## config.mk

```make
export PLATFORM = sky130hd
export DESIGN_NAME = rr_arbiter_4
export DESIGN_NICKNAME = d
export VERILOG_FILES = /design/src/rtl/rr_arbiter_4.sv
export SDC_FILE = /design/constraint.sdc
export NUM_CORES = 1
export LEC_CHECK = 0
export BUFFER_PORTS_ARGS = -buffer_cell sky130_fd_sc_hd__clkbuf_2
export CELL_PAD_IN_SITES_DETAIL_PLACEMENT = 1
export CELL_PAD_IN_SITES_GLOBAL_PLACEMENT = 1
export CORE_MARGIN = 2
export CORE_UTILIZATION = 45
export CTS_BUF_LIST = sky130_fd_sc_hd__clkbuf_8
export DETAILED_ROUTE_END_ITERATION = 8
export PLACE_DENSITY = 0.85
export SLEW_MARGIN = 20
export SYNTH_ARGS = -nofsm -noshare
export SYNTH_HDL_FRONTEND = slang
export SYNTH_SLANG_ARGS = --single-unit
```

## constraint.sdc

```tcl
create_clock -name clk -period 3.15 [get_ports clk]
set_input_delay 0.315 -clock clk [delete_from_list [all_inputs] [get_ports clk]]
set_output_delay 0.315 -clock clk [all_outputs]
set_load 0.005 [all_outputs]
```

## src/rtl/rr_arbiter_4.sv

```systemverilog
`default_nettype none
// ============================================================================
//  Module   : rr_arbiter_4
//  Brief    : Four-requester arbiter with a registered one-hot grant.
//             Round-robin or fixed priority, a hold limit per grant, and a
//             timeout pulse when the hold limit revokes a grant.
//  Revision : 1.0 - initial release
// ============================================================================
module rr_arbiter_4 #(
  parameter int RR       = 1,   // 1: round-robin, 0: fixed priority (index 0 highest)
  parameter int MAX_HOLD = 16   // maximum consecutive grant cycles, 1..255
) (
  input  logic       clk,
  input  logic       rst_n,
  input  logic [3:0] req,
  input  logic       done,
  output logic [3:0] gnt,
  output logic [1:0] gnt_id,
  output logic       gnt_v,
  output logic       timeout
);

  localparam logic [0:0] c_IDLE      = 1'b0;
  localparam logic [0:0] c_BUSY      = 1'b1;
  localparam logic [7:0] c_HOLD_LAST = 8'(MAX_HOLD - 1);

  logic [0:0] r_state;
  logic [3:0] r_gnt;
  logic [1:0] r_gnt_id;
  logic       r_gnt_v;
  logic       r_timeout;
  logic [7:0] r_cnt;
  logic [1:0] r_last;

  logic [1:0] w_start;
  logic [7:0] w_req2;
  logic [3:0] w_rot;
  logic [1:0] w_off;
  logic [1:0] w_win_id;
  logic       w_rel_hold;
  logic       w_rel_other;

  // Search start: one past the most recent grant, or always index 0.
  generate
    if (RR != 0) begin : g_round_robin
      assign w_start = r_last + 2'd1;
    end else begin : g_fixed_priority
      assign w_start = 2'd0;
    end
  endgenerate

  // Rotate requests so the search start lands on bit 0, then take the lowest set bit.
  assign w_req2 = {req, req};
  assign w_rot  = w_req2[w_start +: 4];

  // Priority encoder on the rotated request vector.
  always_comb begin
    w_off = 2'd3;
    if (w_rot[0])      w_off = 2'd0;
    else if (w_rot[1]) w_off = 2'd1;
    else if (w_rot[2]) w_off = 2'd2;
  end

  assign w_win_id = w_start + w_off;

  // Release conditions while a grant is held; the hold limit alone raises timeout.
  assign w_rel_hold  = (r_cnt == c_HOLD_LAST);
  assign w_rel_other = done | ~req[r_gnt_id];

  // Grant FSM: IDLE issues a grant, BUSY holds it until a release condition.
  always_ff @(posedge clk or negedge rst_n) begin
    if (!rst_n) begin
      r_state   <= c_IDLE;
      r_gnt     <= 4'd0;
      r_gnt_id  <= 2'd0;
      r_gnt_v   <= 1'b0;
      r_timeout <= 1'b0;
      r_cnt     <= 8'd0;
      r_last    <= 2'd3;
    end else if (r_state == c_IDLE) begin
      r_timeout <= 1'b0;
      r_cnt     <= 8'd0;
      if (|req) begin
        r_state  <= c_BUSY;
        r_gnt    <= 4'b0001 << w_win_id;
        r_gnt_id <= w_win_id;
        r_gnt_v  <= 1'b1;
        r_last   <= w_win_id;
      end
    end else begin
      if (w_rel_hold | w_rel_other) begin
        r_state   <= c_IDLE;
        r_gnt     <= 4'd0;
        r_gnt_v   <= 1'b0;
        r_cnt     <= 8'd0;
        r_timeout <= w_rel_hold & ~w_rel_other;
      end else begin
        r_cnt <= r_cnt + 8'd1;
      end
    end
  end

  assign gnt     = r_gnt;
  assign gnt_id  = r_gnt_id;
  assign gnt_v   = r_gnt_v;
  assign timeout = r_timeout;

endmodule
`default_nettype wire

```

---- Yosys cells after proc, flatten, opt, wreduce, memory -nomap -nowiden ----
Cells that the tools add are included.
storage, ports and cells
  input port bits ......................... 7
  logic and storage cells ................. 43
  register bits after elaboration ......... 19
operators by class
  reduce and logical (&&, ||, !) cells .... 4
  bitwise operators ....................... 6
  equality and inequality tests ........... 2
  $add $sub $neg .......................... 3
  mux-type cells .......................... 18
  magnitude comparators ................... 1
  shift-type cells ........................ 2
operators by type and width
  cell                                                        number
  2-to-1 mux 8 bit                                            2
  2-to-1 mux 4 bit                                            3
  2-to-1 mux 1 bit                                            10
  adder 8 x 1 -> 8 bit, second input constant                 1
  == test 8 x 4 -> 1 bit, second input constant               1
  variable part select 8 x 3 -> 3 bit                         1
  2-to-1 mux 2 bit                                            2
  AND reduction 2 bit                                         2
  OR reduction 4 bit                                          1
  << shifter 1 x 2 -> 4 bit, first input constant             1
  less-than comparator 2 x 3 -> 1 bit, second input constant  1
  NOT 1 bit                                                   3
  adder 2 x 1 -> 2 bit, second input constant                 1
  adder 2 bit                                                 1
  binary-select mux 1 bit (select 2 bit)                      1
  != test 2 x 1 -> 1 bit, second input constant               1
  bitwise OR 1 bit                                            2
  nonzero test 2 bit                                          1
  bitwise AND 1 bit                                           1

---- Depth between registers and ports, before layout ----
  depth in word-level cells ............... 9
  depth in mapped cells ................... 10

---- Least setup slack after synthesis ----
Ideal clock, no wire load.
  kind .................................... register to register
  start ................................... register r_last[1]
  end ..................................... register r_gnt[0] (netlist: gnt[0])
  arrival time ............................ 1.891 ns
  stages on the path, launching flop included .. 10
  slack ................................... 1.190 ns
  period minus slack after synthesis ...... 1.960 ns
  path buffers ............................ 1
  data required time ...................... 3.081 ns
  cell sequence ........................... dfstp_2 buf_6 nand2b_1 nor2_1 o21ai_0 o21ai_0 ha_1 nor4b_1 o21ai_0 nand3_1
between the ends
  longest elaborated chain between the ends .. 9
RTL lines
  element                                  line  text
  start, declared                          33    logic [1:0] r_last;
  start signal, assigned                   88    r_last <= w_win_id;
  adder 2 x 1 -> 2 bit (*)                 46    assign w_start = r_last + 2'd1;
  variable part select 8 x 3 -> 3 bit (*)  54    assign w_rot = w_req2[w_start +: 4];
  2-to-1 mux 1 bit                         61    else if (w_rot[2]) w_off = 2'd2;
  2-to-1 mux 2 bit                         60    else if (w_rot[1]) w_off = 2'd1;
  2-to-1 mux 2 bit (*)                     59    if (w_rot[0]) w_off = 2'd0;
  adder 2 bit (*)                          64    assign w_win_id = w_start + w_off;
  named net w_win_id[0]                    39    logic [1:0] w_win_id;
  << shifter 1 x 2 -> 4 bit (*)            85    r_gnt <= 4'b0001 << w_win_id;
  2-to-1 mux 4 bit (*)                     83    if (|req) begin
  2-to-1 mux 4 bit (*)                     80    end else if (r_state == c_IDLE) begin
  end signal, assigned                     85
  end, declared                            28    logic [3:0] r_gnt;
Mark *: on every way through the listed nets, which the timed path passes. The rest lies on a longest branch. The select of a mux whose other input is x is not followed.
A chain may end at the register's enable or synchronous reset.

---- Worst setup path in the final report ----
Same ends and word-level chain as after synthesis.

==> results by group <==
Job
  • Number of maximum-capacitance violations: 0

Timing
  • Hold Vio Cnt, Final: 12
  • Number of max-slew violations in the final report: 0
  • Number of endpoints failing setup at the final stage: 0
  • Total Negative Setup Slacks: 0 ns
  • Crit share post-route: 0.684
  • Final hold slack: -0.00512 ns
  • Max transition margin: 0.683
  • Min Tclk post-route: 2.16 ns
  • Highest Clock Rate: 0.464 GHz
  • Clock Skews: 0.00405 ns
  • Actual transition at the worst max-transition pin: 0.476 ns
  • Unrepaired setup endpoints after global routing: false

Global route
  • Number of antenna violations at the first check in global routing: 0
  • Vias in the first global route: 990
  • First-pass GRT wire length: 4430 um
  • Largest net degree at the start of global routing: 20
  • Gr usage total: 0.214
  • Gr ovfl total: 0

Place
  • Global placement routability congestion: 0.810
  • Half-perimeter wire length after placement: 1860 um
  • I/O Buffers: 14
  • Total placed cells including tap cells: 156

Final layout
  • Area of combinational cells with multiple inputs: 598 um2
  • Post-route core utilization: 0.544
  • Nets: 142
  • Post-Layout Cell Count: 160
  • Number of antenna cells inserted: 0
  • Register Area: 478 um2
  • Filler Cell Count: 287
  • Layout cell share with drive strength beyond 1: 0.197
  • Layout-stage area growth over the synthesis result: 12.0%

Yosys
  • Instance count of the mapped netlist: 117
  • Library cell with the highest instance count after synthesis: dfrtp_1
  • Most used DFF post-synth: dfrtp_1
  • Top cells by count, synth: 17 x dfrtp_1, 13 x nor2_1, 11 x nand2_1, 10 x nand3_1, 6 x o21ai_0
  • Synth async-reset ratio: 1.00
  • Post-synthesis sequential area ratio: 0.433
  • Synth top area share: 0.385
  • Number of enable flip-flop cells after synthesis: 0
  • Number of warnings printed during yosys synthesis: 0
  • Synth Register Bits: 19
  • Dominant cell type by area after synthesis: dfrtp_1
  • Synthesized area per cell: 9.44 um2
  • Netlist cell types: 37
  • Synth top area cells: dfrtp_1 39%, dfstp_2 4.8%, nand3_1 4.5%
  • Net count after synthesis: 126
  • Cell area after synthesis: 1100 um2

Floorplan
  • Die outline height: 53.6 um
  • Starting utilization of the core area: 0.485
  • Site Rows: 17
  • Ports placed on the boundary: 15
  • Die width: 53.6 um
  • Floorplan core area: 2280 um2
  • Full die area: 2870 um2

Routing
  • Detailed-route wire length: 2540 um
  • Initial drt markers: 15
  • Remaining design rule violation count: 0
  • Average wire per standard cell: 15.9 um
  • Remaining number of nets flagged by the antenna check after routing: 0
  • Number of vias per cell after detailed routing: 5.84
  • Number of search-and-repair iterations in the first detailed-routing pass: 4
  • DR vias: 935

Setup path
  • Data required time of the critical path: 3.35 ns
  • Data arrival, critical path: 2.35 ns
  • Path depth of the worst reg2reg path: 8
  • Worst reg2reg path startpoint: r_last[1]
  • Critical path capture point type: flop
  • Worst setup path class: flop to flop
  • Setup crit start kind: flop
  • Flop2flop setup slack: 0.99 ns
  • Worst reg2reg endpoint: gnt[0]
  • Top fanout value on the critical path: 9

Clock network
  • Resize count post-CTS: 0
  • Buffers from clock root to sink, at most: 2
  • Number of buffers created by CTS: 3
  • Post-CTS clock slew at the launch and capture registers of the worst setup and hold paths: 0.08 ns
  • Cts hold-fix bufs: 0
  • TritonCTS Sinks: 19
  • Post-CTS repair timing setup buffer count: 0
  • Number of H-tree levels: 1
  • Root buffer selected by CTS: clkbuf_8
  • Worst-skew pair later-pin latency: 0.26 ns
  • Clock tree from TritonCTS: done

Run status
  • Status: complete, but fails checks
  • Violated checks: negative hold slack

Pwr
  • Static Leak: 0.547 nW
  • Power per Cell Area: 803 nW/um2
  • Highest ir drop seen on vdd: 0.529 mV

Hold path
  • Worst min path class: input port to async pin
==> through the flow <==
| step | area, um2 | power (mW) | setup slack [ns] |
|---|---|---|---|
| detailed placement | 1190 | 0.819 | 1.06 |
| floorplan | 1100 | 0.702 | 1.19 |
| global placement | 1190 | 0.794 | 1.13 |
| global route | 1240 | 1.08 | 0.693 |
| finish | 1240 | 0.993 | 0.995 |
| CTS | 1240 | 1.00 | 0.999 |
==> worst max path at each step <==
stage                    from  slack [ns]  cells after the start  endpoint
finish              r_last[1]        0.99                      8    gnt[0]
global route        r_last[1]        0.69                      8    gnt[0]
CTS                 r_last[1]         1.0                      8    gnt[0]
detailed placement  r_last[1]        1.06                      8    gnt[0]
global placement    r_last[1]        1.13                      8    gnt[0]
floorplan           r_last[1]        1.19                      9    gnt[0]
==> layout by cell type, fill, tap and decap left out, types with 3 or more instances in the layout <==
master / count
dfrtp_1: 17
clkbuf_2: 14
nor2_1: 13
nand2_1: 11
nand3_1: 10
o21ai_0: 6
a21oi_1: 4
xnor2_1: 4
nor3_1: 4
nor3b_1: 4
a31oi_1: 4
and2_1: 3
xor2_1: 3
clkbuf_8: 3
==> flip-flops by register name, summed over array words and instances (netlist names) <==
signal	cells
gnt	4
gnt_id	2
gnt_v	1
r_cnt	8
r_last	2
r_state	1
timeout	1
==> kinds of logic (layout without fill, tap and decap cells) <==
logic type | after synthesis | after routing | synth area share
adder cells (fa/ha/maj) | 2 | 2 | 0.0226
flip-flops | 19 | 19 | 0.433
AND/OR/NAND/NOR | 61 | 61 | 0.305
buffers and inverters | 5 | 20 | 0.0260
AO/OA/AOI/OAI | 21 | 21 | 0.140
XOR/XNOR | 7 | 7 | 0.0555
multiplexers | 2 | 2 | 0.0181
==> where the power goes <==
group,switching [mW],internal (mW),total [mW]
clock network,0.0883,0.0892,0.177
logic,0.245,0.174,0.419
registers,0.0823,0.314,0.397
==> critical path, stage by stage, from the launching register on <==
cell      delay (ns)
dfstp_2         0.62
nand2b_1        0.23
nor2_1          0.05
o21ai_0         0.13
o21ai_0         0.11
ha_1            0.33
nor4b_1         0.37
o21ai_0         0.14
nand3_1         0.10
==> cell type report <==
| cell class | instances | share of cell area |
|---|---|---|
| clock buffers | 3 | 0.0334 |
| clock inverters | 1 | 0.00607 |
| inverters | 2 | 0.00607 |
| multi-input cells | 93 | 0.483 |
| flip-flops and latches | 19 | 0.386 |
| well taps | 28 | 0.0283 |
| repair buffers | 14 | 0.0566 |
==> routing by layer <==
metal / vias to the layer above / track usage / routed length (um)
met1: 460 / 0.274 / 1250
li1: 456 / - / -
met2: 15 / 0.358 / 1190
met4: 0 / 0.0983 / 34
met5: - / 0 / 0
met3: 4 / 0.0306 / 65
Note: power is estimated with default switching activity, not from simulation.
